<file path="src/rtl/dmem_block_responder.sv">
// dmem_block_responder: 64x4-byte block memory with LATENCY-cycle busywait handshake; DMEM_PROTOCOL_CHECK_EN enables the sticky protocol_error checker
module dmem_block_responder #(
    parameter int LATENCY = 5
) (
    input  logic        clock,
    input  logic        reset,
    input  logic        mem_read,
    input  logic        mem_write,
    input  logic [5:0]  mem_address,
    input  logic [31:0] mem_writedata,
    output logic [31:0] mem_readdata,
    output logic        mem_busywait,
    output logic        protocol_error
);
    typedef enum logic [1:0] {IDLE, WAIT, ACK} state_t;
    state_t state, state_nxt;
    logic [3:0] cnt;
    logic op_write;
    logic [5:0] addr_q;
    logic [31:0] data_q;
    logic [7:0] mem [256];
    logic req, access;
    assign req = mem_read | mem_write;
    assign access = (state == WAIT) && (cnt == 4'd0);
    assign mem_busywait = req & (state != ACK);
    // state register
    always_ff @(posedge clock)
        state <= reset ? IDLE : state_nxt;
    // next state: accept in IDLE, count down in WAIT, single ACK cycle
    always_comb begin
        state_nxt = (state == IDLE) ? (req ? WAIT : IDLE) :
                    (state == WAIT) ? ((cnt == 4'd0) ? ACK : WAIT) : IDLE;
    end
    // capture, latency countdown, storage access; reset wipes the array and abandons any access
    always_ff @(posedge clock) begin
        if (reset) begin
            cnt <= 4'd0;
            mem_readdata <= 32'd0;
            for (int i = 0; i < 256; i++) mem[i] <= 8'd0;
        end else begin
            if (state == IDLE && req) begin
                op_write <= mem_write;
                addr_q <= mem_address;
                data_q <= mem_writedata;
                cnt <= 4'(LATENCY - 1);
            end else if (state == WAIT && cnt != 4'd0) begin
                cnt <= cnt - 4'd1;
            end
            if (access && op_write) begin
                mem[{addr_q, 2'b00}] <= data_q[7:0];
                mem[{addr_q, 2'b01}] <= data_q[15:8];
                mem[{addr_q, 2'b10}] <= data_q[23:16];
                mem[{addr_q, 2'b11}] <= data_q[31:24];
            end
            if (access && !op_write)
                mem_readdata <= {mem[{addr_q, 2'b11}], mem[{addr_q, 2'b10}],
                                 mem[{addr_q, 2'b01}], mem[{addr_q, 2'b00}]};
        end
    end
`ifdef DMEM_PROTOCOL_CHECK_EN
    // sticky flag: dual request, or request/address/write-data disturbed while waiting
    always_ff @(posedge clock) begin
        if (reset)
            protocol_error <= 1'b0;
        else if ((mem_read && mem_write) ||
                 (state == WAIT && (!req || mem_address != addr_q ||
                                    (op_write && mem_writedata != data_q))))
            protocol_error <= 1'b1;
    end
`else
    assign protocol_error = 1'b0;
`endif
endmodule

</file>
<file path="config.mk">
export PLATFORM = sky130hd
export DESIGN_NAME = dmem_block_responder
export DESIGN_NICKNAME = d
export VERILOG_FILES = /design/src/rtl/dmem_block_responder.sv
export SDC_FILE = /design/constraint.sdc
export NUM_CORES = 2
export LEC_CHECK = 0
export BUFFER_PORTS_ARGS = -buffer_cell sky130_fd_sc_hd__buf_4
export CORE_UTILIZATION = 34
export DETAILED_ROUTE_END_ITERATION = 10
export HOLD_SLACK_MARGIN = 0.15
export PLACE_DENSITY = 0.48
export SLEW_MARGIN = 5
export SYNTH_ARGS = -nofsm -noshare
export SYNTH_HDL_FRONTEND = slang
export SYNTH_SLANG_ARGS = --single-unit
</file>
<file path="constraint.sdc">
create_clock -name clock -period 5.75 [get_ports clock]
set_input_delay 0.8625 -clock clock [delete_from_list [all_inputs] [get_ports clock]]
set_output_delay 0.8625 -clock clock [all_outputs]
set_load 0.03 [all_outputs]
</file>
; Word level (Yosys, flattened, before mapping)
; Memory sizes are Yosys's and may differ from the RTL's. A register that Yosys moved wholly into a read port is not among the register bits.
; Index checks and enable logic that the tools add are counted.
[op_classes]
n_addsub = 1
multipliers = 0
n_div = 0
order_cmp = 0
eq_ne = 2
shift = 0
muxes = 23
bitwise_logic = 3
n_reduce_logical = 16
[op_table]
columns = cell, count
row1 = $mux 8, 8
row2 = $reduce_or 8->1, 4
row3 = $mux 1, 10
row4 = $mux 2, 3
row5 = $mux 3, 2
row6 = $logic_and 1x1->1, 5
row7 = $logic_not 4->1, 1
row8 = $reduce_bool 4->1, 1
row9 = $sub 4x1->4 const B, 1
row10 = $eq 2x1->1 const B, 1
row11 = $logic_not 2->1, 1
row12 = $ne 2x2->1 const B, 1
row13 = $reduce_and 2->1, 1
row14 = $reduce_bool 2->1, 1
row15 = $reduce_or 2->1, 1
row16 = $and 1x1->1, 1
row17 = $logic_not 1->1, 1
row18 = $not 1->1, 1
row19 = $or 1x1->1, 1
[totals]
register_bits = 45
latch_bits = 0
mem_bits_rw = 2048
romBits = 0
in_bits = 42
output_inout_bits = 34
mem_count = 1
[memory_table]
columns = name, words, width, rd, rd_clocked_by_memory_dff, write_ports, line_no
row1 = mem, 256, 8, 4, 4, 256, 21  ; logic [7:0] mem [256];

; Longest topological paths before layout
[depth]
depth_word = 8
depth_mapped = 11
depth_no_buf = 8

; Worst setup path before layout
; No wires, ideal clock.
[synth_timing]
kind = reg-to-reg
from = register cnt[0]
to = memory mem[68][0], in the netlist mem[17][0], enable pin
setup_time_ps = 466
arrival_time_ps = 3963
t_required_ps = 5284
path_slack_ps = 1321
path_stages_with_launch = 10
cell_sequence = dfxtp_1 -> inv_1 -> ha_1 -> or3b_4 -> nor3_2 -> and2_1 -> buf_2 -> nand2_1 -> buf_2 -> o21ai_0
[synth_rtl]
columns = item, line_no
row1 = start: declaration, 17  ; logic [3:0] cnt;
row2 = start signal: assignment, 45  ; cnt <= 4'(LATENCY - 1);
row3 = start signal: assignment, 47  ; cnt <= cnt - 4'd1;
row4 = end: declaration, 21

==> run metrics <==
Worst-Skew Late Latency 930 ps; minimum clock period 4450 ps; most frequent cell after synthesis edfxtp_1; synth warn 0; IO Port Bufs 74; vias per inst 5.76; met2 wire length 176,000 microns; Highest Clock Rate 224 MHz; I/O pins 76; Least-Margin Pin Slew 1440 ps; Psw 9510 uW; R2R Path Start addr_q[1]$_DFFE_PP_; Rows 194; DRC violations left 0; final setup margin 1300 ps; net count of the finished layout 6,980; top_reg_cell synth edfxtp_1; CTS sink cnt 2,125; Worst Setup Path Type flip-flop to flip-flop; unrepaired setup endpoints after global routing no; met3 wire length 34,800 microns; crit path DAT 5190 ps; routed len/inst 35.8 microns; Power Dens Cells 331 nW/um^2; Slew HR 4.27%; share of layout cells above drive strength 1 15.6%; Yosys top cell area share 65.1%; Die H 534 microns; via count 62,700; #FFs+latches synth 2,125; Gate power share 9.9%; leading area contributor after synthesis edfxtp_1; Worst setup startpoint addr_q[1]$_DFFE_PP_; Int Power 26,700 uW; cts bufs inserted 232; Tcrit/Tclk final 77.5%; Avg Cell Area, Syn 13.7 sq um; register area share after synthesis 65.9%; first-pass GRT wire length 529,000 microns; number of DRC markers in iteration 0 9,187; Final Slew Violations 0; Starting Density 34.3%; sequential cell fraction of total power 49.1%; Congestion Overflow GR 0; crit path launch type flip-flop; Max clock buf depth 3; Final setup viols 0; worst vdd ir 0.320 mV; top post-synthesis cells by count edfxtp_1, and2_1, clkbuf_1; clock-pin transition on the worst setup and hold timing paths 60 ps; post-synth net total 7,081; hold path cells 1; Post-Syn Instances 7,038; CP max FO 90; vias in the first global route 59,600; R2R depth 7; pin count of the biggest net entering global routing 112; Setup TNS 0 ps; CTS resizes 0; Die ar. 285,000 sq um; Switching Fraction 26.3%; MaxCap Viol Count 0; Area contributors post-synth edfxtp_1, and2_1, a221oi_1; area delta synth->final 13.8%; WP data required 6490 ps; final wirelength 390,000 microns; Hold Crit Class input port to flip-flop; Root Buffer clkbuf_16; gr usage total 26.9%; Syn Std Cell Area 96,200 sq um; Pre-antenna DRT Iters 6; CTS H-tree lvls 4; clock skew 91.6 ps; Hold WS 188 ps; CP endpoint kind flip-flop; number of distinct library cells after synthesis 87; core area 280,000 sq um; CTS tree done; width of the die 534 microns; post-route ant nets 0; RD Place Congestion 0.953; pre-CTS setup slack 1450 ps; Worst Min Path Start mem_writedata[7]; clock share of power 41.1%; initial antenna violation count 45; Hold Fails Final Rpt 0; M1 WL 159,000 microns; Post-synth ARST share 0%; Post-DP HPWL 228,000 microns; max layer used met5; status finished, final reports clean; EDFF count, synth 2,087; Leakage 0.0391 uW
[cell families (layout without fill, tap and decap cells)]
group | Yosys count | count (layout) | share of synthesized area (%)
compound gates | 1213 | 1213 | 9.16
xor+xnor | 3 | 3 | 0.0273
fa+ha+maj | 1 | 1 | 0.0130
buf+inv | 778 | 881 | 3.61
flops | 2125 | 2125 | 65.9
mux | 458 | 458 | 5.87
other cells | 1 | 17 | 0.00390
simple gates | 2459 | 2459 | 15.4
[state kept, by name, indices dropped and copies added, names as in the netlist]
| register | count |
|---|---|
| mem | 2048 |
| data_q | 32 |
| mem_readdata | 32 |
| addr_q | 6 |
| cnt | 4 |
| state | 2 |
| op_write | 1 |
[stage by stage]
| stage | power, uW | instance area, sq um | cells | utilization (%) |
|---|---|---|---|---|
| 6_report | 36200 | 109000 | 10900 | 39.0 |
| 5_1_grt | 37000 | 109000 | 10900 | 39.0 |
| 4_1_cts | 36300 | 109000 | 10900 | 39.0 |
| 3_5_place_dp | 21600 | 102000 | 10400 | 36.3 |
| 3_3_place_gp | 21500 | 102000 | 10400 | 36.2 |
| 2_1_floorplan | 19600 | 96200 | 7038 | - |
[final timing paths]
check / slack [ps] / to
setup / recovery: 1300 / mem_readdata[5]$_SDFFE_PP0P_
hold / removal: 190 / data_q[7]$_DFFE_PP_
setup reg to reg: 1300 / mem_readdata[5]$_SDFFE_PP0P_
hold reg to reg: 530 / cnt[1]$_SDFFE_PP0P_
[cells in the final DEF, fill, tap and decap left out, types with 25 or more instances in the layout]
master,n
a21oi_1,130
a221o_1,61
a221oi_1,254
a22o_1,41
a22oi_1,204
a31oi_1,51
and2_1,2052
buf_12,25
buf_4,371
clkbuf_1,69
clkbuf_16,233
clkinv_1,59
clkinv_2,41
dfxtp_1,38
dlygate4sd3_1,37
edfxtp_1,2087
mux2_2,170
mux2i_1,211
mux4_2,67
nand2_1,76
nor2_1,138
nor2_2,60
o21ai_0,130
o21ai_4,58
o22ai_1,119
[layout make-up]
class / count / area (sq um)
Inverter: 9 / 53.8
Antenna cell: 16 / 40.0
Tap cell: 3724 / 4660
Timing Repair Buffer: 434 / 3660
Multi-Input combinational cell: 4135 / 30200
Clock buffer: 302 / 6090
Sequential cell: 2125 / 63400
Fill cell: 26100 / 171000
Clock inverter: 136 / 1310
[per-layer routing]
| metal | GRT usage [%] | vias to the layer above |
|---|---|---|
| li1 | - | 25900 |
| met1 | 36.3 | 32800 |
| met2 | 41.7 | 3365 |
| met3 | 5.14 | 670 |
| met4 | 12.4 | 10 |
| met5 | 0 | - |
[power groups by stage]
stage               registers (uW)  clock network (uW)  logic, uW
floorplan                    18000                   0       1620
global placement             18100                   0       3480
detailed placement           18100                   0       3480
CTS                          17700               15000       3510
global route                 17800               15600       3600
finish                       17700               14900       3570
[timing repair]
| action | in CTS | in global routing |
|---|---|---|
| hold buffers | 37 | 0 |
| buffers inserted | 0 | 0 |
| endpoints found under the hold margin | 37 | 0 |
[worst max-delay path, cell delays in order (launching register included)]
cell,delay [ps]
edfxtp_1,460
buf_12,520
nand2b_1,1160
o22ai_1,390
a221oi_1,310
o21ai_0,240
nor4_1,920
a311oi_1,190
Note: power is estimated with default switching activity, not from simulation.
